$ cat config.mk
export PLATFORM = sky130hd
export DESIGN_NAME = ascon_arbiter
export DESIGN_NICKNAME = d
export VERILOG_FILES = /design/src/rtl/ascon_arbiter.sv
export SDC_FILE = /design/constraint.sdc
export NUM_CORES = 1
export LEC_CHECK = 0
export ABC_CLOCK_PERIOD_IN_PS = 2150
export CAP_MARGIN = 20
export CORE_AREA = 2 2 140 142
export DETAILED_ROUTE_END_ITERATION = 7
export DIE_AREA = 0 0 142 144
export PLACE_DENSITY = 0.6
export SLEW_MARGIN = 20
export SYNTH_ARGS = -nofsm -noshare
export SYNTH_HDL_FRONTEND = slang
export SYNTH_SLANG_ARGS = --single-unit
$ cat constraint.sdc
create_clock -name clk -period 2.15 [get_ports clk]
set_input_delay 0.5375 -clock clk [delete_from_list [all_inputs] [get_ports clk]]
set_output_delay 0.5375 -clock clk [all_outputs]
set_load 0.005 [all_outputs]
$ cat src/rtl/ascon_arbiter.sv
// Two-client arbiter for one Ascon core; grant 1 cycle after request, data paths combinational.
// Backpressure: a waiting client sees all ready/valid at 0 until granted; core handshakes pass straight through.
// Build option: define ASCON_ARB_RR_EN for round-robin, otherwise client 0 has fixed priority.
module ascon_arbiter #(
    parameter int CCW  = 32,
    parameter int CCSW = 32
) (
    input  logic            clk,
    input  logic            rst,
    // client 0
    input  logic [CCSW-1:0] c0_key,
    input  logic            c0_key_valid,
    output logic            c0_key_ready,
    input  logic [CCW-1:0]  c0_bdi,
    input  logic            c0_bdi_valid,
    output logic            c0_bdi_ready,
    input  logic [3:0]      c0_bdi_type,
    input  logic            c0_bdi_eot,
    input  logic            c0_bdi_eoi,
    input  logic            c0_decrypt_in,
    input  logic            c0_hash_in,
    output logic [CCW-1:0]  c0_bdo,
    output logic            c0_bdo_valid,
    input  logic            c0_bdo_ready,
    output logic [3:0]      c0_bdo_type,
    output logic            c0_bdo_eot,
    output logic            c0_msg_auth,
    output logic            c0_msg_auth_valid,
    input  logic            c0_msg_auth_ready,
    // client 1
    input  logic [CCSW-1:0] c1_key,
    input  logic            c1_key_valid,
    output logic            c1_key_ready,
    input  logic [CCW-1:0]  c1_bdi,
    input  logic            c1_bdi_valid,
    output logic            c1_bdi_ready,
    input  logic [3:0]      c1_bdi_type,
    input  logic            c1_bdi_eot,
    input  logic            c1_bdi_eoi,
    input  logic            c1_decrypt_in,
    input  logic            c1_hash_in,
    output logic [CCW-1:0]  c1_bdo,
    output logic            c1_bdo_valid,
    input  logic            c1_bdo_ready,
    output logic [3:0]      c1_bdo_type,
    output logic            c1_bdo_eot,
    output logic            c1_msg_auth,
    output logic            c1_msg_auth_valid,
    input  logic            c1_msg_auth_ready,
    // core side
    output logic [CCSW-1:0] k_key,
    output logic            k_key_valid,
    input  logic            k_key_ready,
    output logic [CCW-1:0]  k_bdi,
    output logic            k_bdi_valid,
    input  logic            k_bdi_ready,
    output logic [3:0]      k_bdi_type,
    output logic            k_bdi_eot,
    output logic            k_bdi_eoi,
    output logic            k_decrypt_in,
    output logic            k_hash_in,
    input  logic [CCW-1:0]  k_bdo,
    input  logic            k_bdo_valid,
    output logic            k_bdo_ready,
    input  logic [3:0]      k_bdo_type,
    input  logic            k_bdo_eot,
    input  logic            k_msg_auth,
    input  logic            k_msg_auth_valid,
    output logic            k_msg_auth_ready,
    output logic [1:0]      gnt,
    output logic            busy
);

    localparam logic [3:0] D_NONCE = 4'd1;
    localparam logic [3:0] D_TAG   = 4'd4;

    typedef enum logic [1:0] {IDLE, OWN, REL} state_t;

    state_t state, state_n;
    logic   owner, owner_n;
    logic   auth_pend, auth_pend_n;
`ifdef ASCON_ARB_RR_EN
    logic   last, last_n;
`endif

    logic req0, req1, win;
    logic own, own0, own1;
    logic tag_done, auth_hs, nonce_acc;

    assign req0 = c0_key_valid | (c0_bdi_valid & (c0_bdi_type == D_NONCE));
    assign req1 = c1_key_valid | (c1_bdi_valid & (c1_bdi_type == D_NONCE));

`ifdef ASCON_ARB_RR_EN
    assign win = (req0 & req1) ? ~last : req1;
`else
    assign win = ~req0;
`endif

    // Gating with rst keeps every client output quiet while reset is held.
    assign own  = (state == OWN) & ~rst;
    assign own0 = own & ~owner;
    assign own1 = own & owner;

    assign gnt  = {(state == OWN) & owner, (state == OWN) & ~owner};
    assign busy = (state == OWN);

    assign k_key        = own ? (owner ? c1_key : c0_key) : '0;
    assign k_key_valid  = own & (owner ? c1_key_valid : c0_key_valid);
    assign k_bdi        = own ? (owner ? c1_bdi : c0_bdi) : '0;
    assign k_bdi_valid  = own & (owner ? c1_bdi_valid : c0_bdi_valid);
    assign k_bdi_type   = own ? (owner ? c1_bdi_type : c0_bdi_type) : 4'd0;
    assign k_bdi_eot    = own & (owner ? c1_bdi_eot : c0_bdi_eot);
    assign k_bdi_eoi    = own & (owner ? c1_bdi_eoi : c0_bdi_eoi);
    assign k_decrypt_in = own & (owner ? c1_decrypt_in : c0_decrypt_in);
    assign k_hash_in    = own & (owner ? c1_hash_in : c0_hash_in);
    assign k_bdo_ready  = own & (owner ? c1_bdo_ready : c0_bdo_ready);
    assign k_msg_auth_ready = own & auth_pend & (owner ? c1_msg_auth_ready : c0_msg_auth_ready);

    assign c0_key_ready      = own0 & k_key_ready;
    assign c0_bdi_ready      = own0 & k_bdi_ready;
    assign c0_bdo            = own0 ? k_bdo : '0;
    assign c0_bdo_valid      = own0 & k_bdo_valid;
    assign c0_bdo_type       = own0 ? k_bdo_type : 4'd0;
    assign c0_bdo_eot        = own0 & k_bdo_eot;
    assign c0_msg_auth       = own0 & k_msg_auth;
    assign c0_msg_auth_valid = own0 & auth_pend & k_msg_auth_valid;

    assign c1_key_ready      = own1 & k_key_ready;
    assign c1_bdi_ready      = own1 & k_bdi_ready;
    assign c1_bdo            = own1 ? k_bdo : '0;
    assign c1_bdo_valid      = own1 & k_bdo_valid;
    assign c1_bdo_type       = own1 ? k_bdo_type : 4'd0;
    assign c1_bdo_eot        = own1 & k_bdo_eot;
    assign c1_msg_auth       = own1 & k_msg_auth;
    assign c1_msg_auth_valid = own1 & auth_pend & k_msg_auth_valid;

    // The core's msg_auth_valid is sticky, so only a handshake qualified by auth_pend counts.
    assign tag_done  = k_bdo_valid & k_bdo_ready & (k_bdo_type == D_TAG) & k_bdo_eot;
    assign auth_hs   = k_msg_auth_valid & k_msg_auth_ready;
    assign nonce_acc = k_bdi_valid & k_bdi_ready & (k_bdi_type == D_NONCE) & k_decrypt_in;

    always_ff @(posedge clk) begin
        if (rst) begin
            state     <= IDLE;
            owner     <= 1'b0;
            auth_pend <= 1'b0;
`ifdef ASCON_ARB_RR_EN
            last      <= 1'b0;
`endif
        end else begin
            state     <= state_n;
            owner     <= owner_n;
            auth_pend <= auth_pend_n;
`ifdef ASCON_ARB_RR_EN
            last      <= last_n;
`endif
        end
    end

    always_comb begin
        state_n     = state;
        owner_n     = owner;
        auth_pend_n = auth_pend;
`ifdef ASCON_ARB_RR_EN
        last_n      = last;
`endif
        case (state)
            IDLE: begin
                if (req0 | req1) begin
                    state_n = OWN;
                    owner_n = win;
                end
            end
            OWN: begin
                if (nonce_acc) auth_pend_n = 1'b1;
                if (auth_hs)   auth_pend_n = 1'b0;
                if (tag_done | auth_hs) state_n = REL;
            end
            REL: begin
                state_n     = IDLE;
                auth_pend_n = 1'b0;
`ifdef ASCON_ARB_RR_EN
                last_n      = owner;
`endif
            end
            default: state_n = IDLE;
        endcase
    end

endmodule

# Word level (Yosys, flattened, before mapping)
# Index checks and enable logic that the tools add are counted.
# totals
register_bits,4
inputBits,196
output_inout_bits,163
wordCells,85
# op_classes
n_eq_ne,9
mux,24
bitwise,44
reduce_logical,5
# ops
cell,n
$mux 32,6
$and 1x1->1,37
$mux 4,4
$eq 4x1->1 const B,3
$mux 1,10
$reduce_and 2->1,3
$eq 4x3->1 const B,1
$mux 2,2
$or 1x1->1,4
$pmux 2 s2,1
$ne 3x1->1 const B,1
$not 1->1,3
$eq 2x1->1 const B,1
$eq 2x2->1 const B,1
$logic_not 2->1,1
$ne 2x1->1 const B,1
$ne 2x2->1 const B,1
$pmux 1 s2,1
$reduce_bool 2->1,1

# Longest topological paths before layout
# Gate-level depths: netlist (run 1).
# depth
depth_word,9
mapped_depth,7
mapped_depth_nobuf,7

# Least setup slack after synthesis (run 1)
# No wires, ideal clock.
# synth_timing
path_type,register to output
from,register state[1]
to,output port c0_bdi_ready
arrival_ns,1.425
required_time_ns,1.612
setup_slack_ns,0.188
path_stages_with_launch,7
n_path_buf,2
path_cell_list,dfxtp_1 inv_1 ha_1 nor2b_1 buf_2 clkbuf_1 and3_1
# synth_between
elab_chain_len,4
# synth_lines
element,line,rtl
"start, declared",79,"state_t state, state_n;"
"start signal, assigned",151,state <= state_n;
$eq 2x1->1,n/a,
named net busy,71,output logic busy
$and 1x1->1,100,assign own = (state == OWN) & ~rst;
$and 1x1->1,101,assign own0 = own & ~owner;
$and 1x1->1,120,assign c0_bdi_ready = own0 & k_bdi_ready;
"end, declared",16,"output logic c0_bdi_ready,"
# The timed path passes the listed nets, and every way through them passes these cells.

# Worst setup path after layout (run 1)
# layout_timing
from,register state[1]
to,output port c1_bdo[26]
# layout_between
elab_chain_len,4
# layout_lines
element,line,rtl
$eq 2x1->1,100,
$and 1x1->1,100,
$and 1x1->1,102,assign own1 = own & owner;
$mux 32,130,assign c1_bdo = own1 ? k_bdo : '0;
"end, declared",42,"output logic [CCW-1:0] c1_bdo,"
# No other way between the ends.

==> results of run 1 <==
==> state kept, by name, indices dropped and copies added (netlist names) <==
name and count:
auth_pend 1, owner 1, state 2
==> power by group <==
part | internal [W] | total, W | leakage, nW | switching, W
registers | 0.000104 | 0.000143 | 0.0344 | 0.0000390
clock network | 0.000245 | 0.000301 | 0.0382 | 0.0000559
logic | 0.00167 | 0.00280 | 3.23 | 0.00113
==> critical path, delay by kind of cell (launching register included) <==
family	cells	cell delay [ns]
adder cells (fa/ha/maj)	1	0.17
AND/OR/NAND/NOR	2	0.36
flip-flops	1	0.31
buffers and inverters	5	0.58
==> metal layers <==
layer,track usage,vias up,wire length [um]
met2,0.265,202,8650
met4,0.0258,0,193
met1,0.163,1798,6370
met5,0,-,0
met3,0.0225,11,1050
li1,-,1971,-
==> final timing paths <==
kind	startpoint	endpoint	slack (ns)	cells after the start
setup / recovery	state[1]	c1_bdo[26]	-0.04	8
hold / removal	state[1]	state[1]	0.59	3
setup reg to reg	state[1]	auth_pend	0.33	11
hold reg to reg	state[1]	state[1]	0.59	3
==> cell usage in the layout (no fill, tap or decap), types with 3 or more instances in the layout <==
master and instances:
nor2_1 58, dlygate4sd2_1 27, nand2b_4 3, ha_1 3, buf_4 43, nor2_2 15, nor2_4 6, buf_6 29
buf_2 50, buf_12 17, and3_4 15, buf_8 7, nand2_1 6, clkbuf_16 6, inv_1 4, and3_1 68
mux2i_1 77, clkdlybuf4s15_1 5, buf_16 3, clkdlybuf4s50_1 194, nor4_1 3, clkbuf_2 66
==> logic make-up (layout without fill, tap and decap cells) <==
group | after synthesis | count (layout) | synth area share
mux | 79 | 79 | 0.373
buf+inv | 40 | 455 | 0.0861
flops | 4 | 4 | 0.0375
compound gates | 11 | 11 | 0.0392
simple gates | 183 | 185 | 0.441
fa+ha+maj | 4 | 4 | 0.0234
==> repair_timing <==
action / in CTS / in global routing
gates cloned: 12 / 3
setup endpoints to repair: 163 / 141
hold buffers: 0 / 0
setup buffers: 31 / 9
pin swaps: 10 / 5
resized for setup: 366 / 244
==> cells in the mapped netlist (2+ instances only) <==
| library cell | instances |
|---|---|
| nor3_1 | 3 |
| o211a_1 | 2 |
| o21ai_0 | 2 |
| and3_1 | 83 |
| nor2_1 | 79 |
| ha_1 | 4 |
| dfxtp_1 | 4 |
| a21oi_1 | 2 |
| inv_1 | 5 |
| nor4_1 | 3 |
| buf_6 | 2 |
| nor2b_1 | 2 |
| mux2i_1 | 78 |
| clkbuf_1 | 18 |
| buf_2 | 15 |
| nand2_1 | 7 |
==> layout make-up <==
| type | count | area [sq um] | area share |
|---|---|---|---|
| inverters | 5 | 18.8 | 0.00280 |
| repair buffers | 446 | 4110 | 0.614 |
| flip-flops and latches | 4 | 86.3 | 0.0129 |
| clock buffers | 4 | 78.8 | 0.0118 |
| well taps | 238 | 298 | 0.0445 |
| multi-input cells | 279 | 2100 | 0.315 |
==> per-stage QoR <==
stage / instance area, sq um / power, W / TNS (ns)
3_5_place_dp: 6300 / 0.00235 / -93.88
4_1_cts: 6850 / 0.00322 / -9.95
6_report: 6690 / 0.00324 / -0.421
2_1_floorplan: 2140 / 0.00103 / 0
5_1_grt: 6690 / 0.00346 / -3.36
3_3_place_gp: 6300 / 0.00235 / -92.68
==> flow_summary.ini, run 1 <==
[status]
violations = setup timing
status = finished, violations left

[yosys]
synthCells = 321
syn-num-nets = 521
yosys-top-cells-area = mux2i_1 (37%), and3_1 (24%), nor2_1 (14%), dfxtp_1 (3.7%), buf_2 (3.5%)
synth_edf_count = 0
synthArstFlopShare = 0
syn_area_sq_um = 2140
ys_types = 28
ys_warn_count = 0
yosys_register_bits = 4
yosysTopAreaCell = mux2i_1
synth_top_area_frac = 0.366
ys.flop_type = dfxtp_1
ys_seq_area_frac = 0.0375
syn_area_per_cell_sq_um = 6.65

[timing]
min_period_ns = 2.19
finalCritPeriodShare = 1.02
setup_ws_ns = -0.0434
tightest_slew_ns = 0.405
finalMaxSlewViolations = 0
fin_skew_ns = 0.00152
maxSlewHeadroom = 0.728
fmax_mhz = 456
hold_slack_ns = 0.593
hold_violations = 0
setup_viol = 35
rsz0062_at_grt = true

[power]
power.density_nw_per_um2 = 485
ir_drop_uv = 366
p_leak_nw = 3.31

[clock_tree]
cts_buffer_depth = 2
h-tree-depth = 1
cts_root_buf = clkbuf_16
clock_latency_ns = 0.23
cts_tree = done
cts_buffers = 3
numClockSinks = 4
clk_pin_slew_ns = 0.03

[placed_design]
io_buffers = 358
pre_cts_slack_ns = -0.675
hpwl_mm = 11.4
place.gp.congestion = 0.733
place_inst = 930

[critical_path]
setup.worst_path.class = reg2out
arrival_ns = 1.66
cp-end-kind = output pin
crit_fanout = 5
crit_chain = inv_2 -> ha_4 -> nor2b_4 -> buf_8 -> buf_12 -> clkbuf_16 -> and3_1 -> clkbuf_2
max_stage_delay_ns = 0.31
cp_slowest_cell = dfxtp_2
cp-start-kind = flop
crit_required_ns = 1.61

[global_route]
track_usage = 0.139
antenna_found_initial = 0
grt_pass1_wl_mm = 21.8
overflow = 0
grt_pass1_vias = 3814
grt_max_degree = 54

[drt]
via_per_inst = 4.08
routed_wirelength_mm = 16.3
routedWlPerCell_um = 16.7
vias = 3982
drc = 0
drt.antenna.violating_nets = 0
drt_iter0_drc = 107
first_pass_iters = 4

[die]
start_util = 0.112
fp-row-count = 51
die_area_sq_um = 20400
ioPinCount = 359
die_h_um = 144
dieWidth_um = 142
coreArea_sq_um = 19100

[finish]
antennaDiodeCount = 0
filler_cell_count = 2060
final_cells = 976
drive_above_1_share = 0.377
nets = 939
syn2layout_area_growth_pct = 213
finalCoreUtilization = 0.351

[job]
cap_violations = 0

[worst_hold_path]
hp-class = reg2reg
No activity file was read; power rests on OpenSTA's default activity.
==> run 2: changes to the inputs <==
ABC_CLOCK_PERIOD_IN_PS = 1980   (was 2150)
CORE_AREA = 2 2 138 140   (was 2 2 140 142)
DIE_AREA = 0 0 140 142   (was 0 0 142 144)
PLACE_DENSITY = 0.63   (was 0.6)
clock period = 1.98 ns   (was 2.15 ns; I/O delays follow)
==> run 2 against run 1 <==
  * Via count rose by 4.9%
  * Non-clock buffer count grew 31
  * Largest cell class unchanged
  * Wire length rose by 5.5%
  * Clock power increased by 10%
  * Flip-flop and latch count stayed put
  * Hold slack worse by 0.010 ns
  * Critical path depth up 1
  * Clock skew grew 0.0023 ns
  * Clock-buffer cell count did not move
  * Power is 25% higher
  * The flow finishes with violations (DRC, setup timing)
  * Utilization increased by 5.7 points
==> flow_summary.ini, run 2 (same netlist as run 1, synthesis figures left out) <==
[critical_path]
crit_fanout = 5
cp-end-kind = output pin
cpLargestDelayFamily = buffers and inverters
cp_slowest_cell = dfxtp_2
rr_worst_depth = 8
arrival_ns = 1.72
reg2reg_from = owner
max_stage_delay_ns = 0.32
ff2ff_setup_slack_ns = 0.13
crit_chain = inv_2 -> ha_4 -> nor2b_4 -> buf_12 -> buf_4 -> clkbuf_16 -> buf_8 -> and3_1 -> clkbuf_2
crit_required_ns = 1.48
r2r-end = state[1]
cp_num_cells = 9
crit_buf_inv = 6
endpoint = c1_bdo_type[1]
startpoint = state[1]
cp-start-kind = flop
setup.worst_path.class = reg2out

[die]
fp-row-count = 50
start_util = 0.116
die_h_um = 142
ioPinCount = 359
dieWidth_um = 140
coreArea_sq_um = 18500
die_area_sq_um = 19900

[status]
violations = DRC, setup timing
status = finished, violations left

[finish]
drive_above_1_share = 0.512
postLayoutCellArea_sq_um = 7520
final_cell_mix = clkdlybuf4s50_1 (192), mux2i_1 (69), buf_6 (68), buf_2 (68), buf_4 (49)
top_regs = state: 2 flops, auth_pend: 1 flops, owner: 1 flops
nets = 970
final_cells = 1004
final_common_cell = clkdlybuf4s50_1
syn2layout_area_growth_pct = 252
filler_cell_count = 1847
largest_reg_flops = 2
top_register = state

[timing]
finalMaxSlewViolations = 0
min_period_ns = 2.22
tightest_slew_ns = 0.479
finalCritPeriodShare = 1.12
setup_ws_ns = -0.238
setup_viol = 101
rsz0062_at_grt = true
fmax_mhz = 451
hold_violations = 0
maxSlewHeadroom = 0.678
fin_skew_ns = 0.00383

[clock_tree]
cts_root_buf = clkbuf_16
clock_latency_ns = 0.23
hold_buffers = 0
cts_tree = done
cts_buffer_depth = 2
numClockSinks = 4
clk_pin_slew_ns = 0.03
h-tree-depth = 1
cts_buffers = 3

[drt]
vias = 4177
first_pass_iters = 7
via_per_inst = 4.16
drt.antenna.violating_nets = 0
drc = 46
routed_wirelength_mm = 17.2
drt_iter0_drc = 141
routedWlPerCell_um = 17.1

[global_route]
grt_max_degree = 54
grt_pass1_vias = 3775
grt_pass1_wl_mm = 20.2
track_usage = 0.127
antenna_found_initial = 1
overflow = 0

[placed_design]
place_inst = 920
placed_cell_area_sq_um = 6260
place.gp.congestion = 0.797
io_buffers = 358
hpwl_mm = 11.2

[power]
power.density_nw_per_um2 = 540
ir_drop_uv = 306
p_leak_nw = 3.57

[worst_hold_path]
hp-class = reg2reg

[job]
cap_violations = 0
[run 2: cell types whose count changed in the layout (fill, tap and decap cells not counted), sizes merged]
cell / delta
buf: +61
bufbuf: -1
clkbuf: -17
dlygate4sd2: -26
dlymetal6s2s: +7
diode: +1
clkdlybuf4s50: -2
clkdlybuf4s15: +9
[run 2: worst min path at each step]
stage,slack [ns],to,cells after the start,startpoint
after floorplan,0.45,state[1],2,state[1]
after detailed placement,0.57,state[1],3,state[1]
after CTS,0.59,state[1],3,state[1]
after global routing,0.61,owner,2,owner
final,0.58,owner,2,owner
after global placement,0.57,state[1],3,state[1]
[run 2: worst min-delay path: stages, from the launching register on]
cell,delay (ns)
dfxtp_4,0.35
inv_1,0.12
a21oi_1,0.08
[run 2: where the power goes]
| part | internal [W] | switching [W] | total, W | leakage (nW) |
|---|---|---|---|---|
| combinational | 0.00213 | 0.00146 | 0.00358 | 3.50 |
| sequential | 0.000113 | 0.0000317 | 0.000145 | 0.0344 |
| clock | 0.000267 | 0.0000655 | 0.000332 | 0.0382 |
[run 2: final cells by class]
type | instances | area [sq um] | share of cell area
sequential | 4 | 86.3 | 0.0115
multi-input combinational | 279 | 2440 | 0.325
clock buffer | 4 | 78.8 | 0.0105
tap | 234 | 293 | 0.0389
inverter | 5 | 18.8 | 0.00250
antenna | 1 | 2.50 | 0.000333
timing repair buffer | 477 | 4600 | 0.611
[run 2: metal layers]
layer,GRT usage,share of wire,vias to the layer above
met3,0.0320,0.078,19
met1,0.143,0.38,1884
met5,0,0,-
met2,0.248,0.53,223
met4,0.0144,0.017,0
li1,-,-,2051
[run 2: per-stage QoR]
step / worst slack (ns) / setup TNS [ns] / hold WS (ns) / power (W) / utilization
after detailed placement: -0.636 / -94.06 / 0.574 / 0.00254 / 0.339
after CTS: -0.401 / -30.35 / 0.592 / 0.00302 / 0.353
after global placement: -0.630 / -94.51 / 0.572 / 0.00254 / 0.339
final: -0.238 / -14.41 / 0.583 / 0.00406 / 0.408
after global routing: -0.290 / -20.80 / 0.609 / 0.00429 / 0.407
after floorplan: 0.0603 / 0 / 0.451 / 0.00112 / -
[run 2: repair_timing]
action                                  CTS  global route
setup buffers                            14            48
endpoints found under the setup margin  164           157
pin swaps                                 0            40
cloned                                    4            15
gates resized for setup                 244           510
==> run 3: changes to the inputs <==
TNS_END_PERCENT = 30   (was not set)
==> run 3 against run 2 <==
  * The run still ends with DRC, setup timing left
  * Clock power about the same
  * Critical path type unchanged
  * Combinational power decreased by 18%
  * Sequential power about the same
  * Non-clock buffer count decreased by 33
  * Critical endpoint is now c1_bdo_eot
  * Utilization decreased by 4.9 points
  * Critical path depth decreased by 3
  * Flip-flop and latch count unchanged
  * Die area unchanged
==> flow_summary.ini, run 3 (same netlist as run 1, synthesis figures left out) <==
[drt]
drc = 46
vias = 3968
drt.antenna.violating_nets = 0
met3_length_mm = 1.20
routed_wirelength_mm = 15.8
dr_wl_met2_mm = 8.29
top_layer_used = met4
routedWlPerCell_um = 16.3
wl_met1_mm = 6.19
drt_iter0_drc = 146
first_pass_iters = 8
via_per_inst = 4.09

[die]
die_area_sq_um = 19900
fp-row-count = 50
die_h_um = 142
start_util = 0.116
dieWidth_um = 140
coreArea_sq_um = 18500
ioPinCount = 359

[clock_tree]
cts_buffers = 3
clk_pin_slew_ns = 0.03
cts_root_buf = clkbuf_16
cts_buffer_depth = 2
numClockSinks = 4
clock_latency_ns = 0.23
cts_tree = done
hold_buffers = 0
h-tree-depth = 1

[placed_design]
hpwl_mm = 11.2
io_buffers = 358
place.gp.congestion = 0.797
place_inst = 920

[critical_path]
crit_fanout = 6
arrival_ns = 1.78
setup.worst_path.class = reg2out
cp-end-kind = output pin
cp-start-kind = flop
crit_required_ns = 1.48

[timing]
tightest_slew_ns = 0.479
fmax_mhz = 440
maxSlewHeadroom = 0.678
setup_viol = 146
totalNegativeSetupSlack_ns = -17.74
rsz0062_at_grt = true
setup_ws_ns = -0.293
finalCritPeriodShare = 1.15
finalMaxSlewViolations = 0
hold_violations = 0
min_period_ns = 2.27
fin_skew_ns = 0.00344

[job]
cap_violations = 0

[status]
violations = DRC, setup timing
status = finished, violations left

[finish]
filler_cell_count = 1935
drive_above_1_share = 0.390
final_common_cell = clkdlybuf4s50_1
top_regs = state: 2 flops, auth_pend: 1 flops, owner: 1 flops
nets = 936
largest_reg_flops = 2
syn2layout_area_growth_pct = 210
final_cells = 970
final_cell_mix = clkdlybuf4s50_1 (198), and3_1 (77), mux2i_1 (75)
top_register = state

[global_route]
track_usage = 0.126
grt_max_degree = 54
grt_pass1_wl_mm = 20.1
grt_pass1_vias = 3803
overflow = 0
antenna_found_initial = 1

[power]
p_leak_nw = 3.21
power.density_nw_per_um2 = 513
ir_drop_uv = 303

[worst_hold_path]
hp-class = reg2reg
[run 3: what timing repair did]
| item | in CTS | in global routing |
|---|---|---|
| resized for setup | 370 | 231 |
| endpoints found under the hold margin | 0 | 0 |
| buffers inserted | 5 | 26 |
| cloned | 3 | 11 |
| setup endpoints to repair | 164 | 163 |
| pin swaps | 0 | 9 |
[run 3: routing by layer]
metal	track usage	vias to the layer above
li1	-	1965
met1	0.142	1790
met2	0.244	202
met3	0.0320	11
met4	0.0191	0
met5	0	-
[run 3: critical path, stage by stage (launching register included)]
cell and delay [ns]:
dfxtp_2 0.31, inv_2 0.06, ha_4 0.13, nor2b_4 0.20, buf_4 0.17, and3_1 0.16
clkdlybuf4s50_1 0.51
[run 3: path summary, 6_finish.rpt]
kind              from    endpoint  slack [ns]  cells past startpoint
min reg2reg  auth_pend   auth_pend        0.59                      2
max           state[1]  c1_bdo_eot       -0.29                      6
min          auth_pend   auth_pend        0.59                      2
max reg2reg   state[1]   auth_pend        0.06                     12
[run 3: through the flow]
| step | setup slack, ns | hold WS [ns] | power (W) | utilization | cell area [sq um] |
|---|---|---|---|---|---|
| detailed placement | -0.636 | 0.574 | 0.00254 | 0.339 | 6260 |
| global route | -0.337 | 0.619 | 0.00362 | 0.359 | 6620 |
| floorplan | 0.0603 | 0.451 | 0.00112 | - | 2140 |
| finish | -0.293 | 0.593 | 0.00340 | 0.359 | 6620 |
| global placement | -0.630 | 0.572 | 0.00254 | 0.339 | 6260 |
| CTS | -0.401 | 0.592 | 0.00292 | 0.349 | 6430 |
[run 3: layout make-up]
cell class / count / area (sq um) / area share
antenna: 1 / 2.50 / 0.000378
tap: 234 / 293 / 0.0442
timing repair buffer: 444 / 4080 / 0.617
clock buffer: 4 / 78.8 / 0.0119
sequential: 4 / 86.3 / 0.0130
inverter: 5 / 18.8 / 0.00284
multi-input combinational: 278 / 2060 / 0.311
[run 3: power breakdown]
part / switching [W] / internal, W
sequential: 0.0000338 / 0.000113
clock: 0.0000647 / 0.000267
combinational: 0.00120 / 0.00171
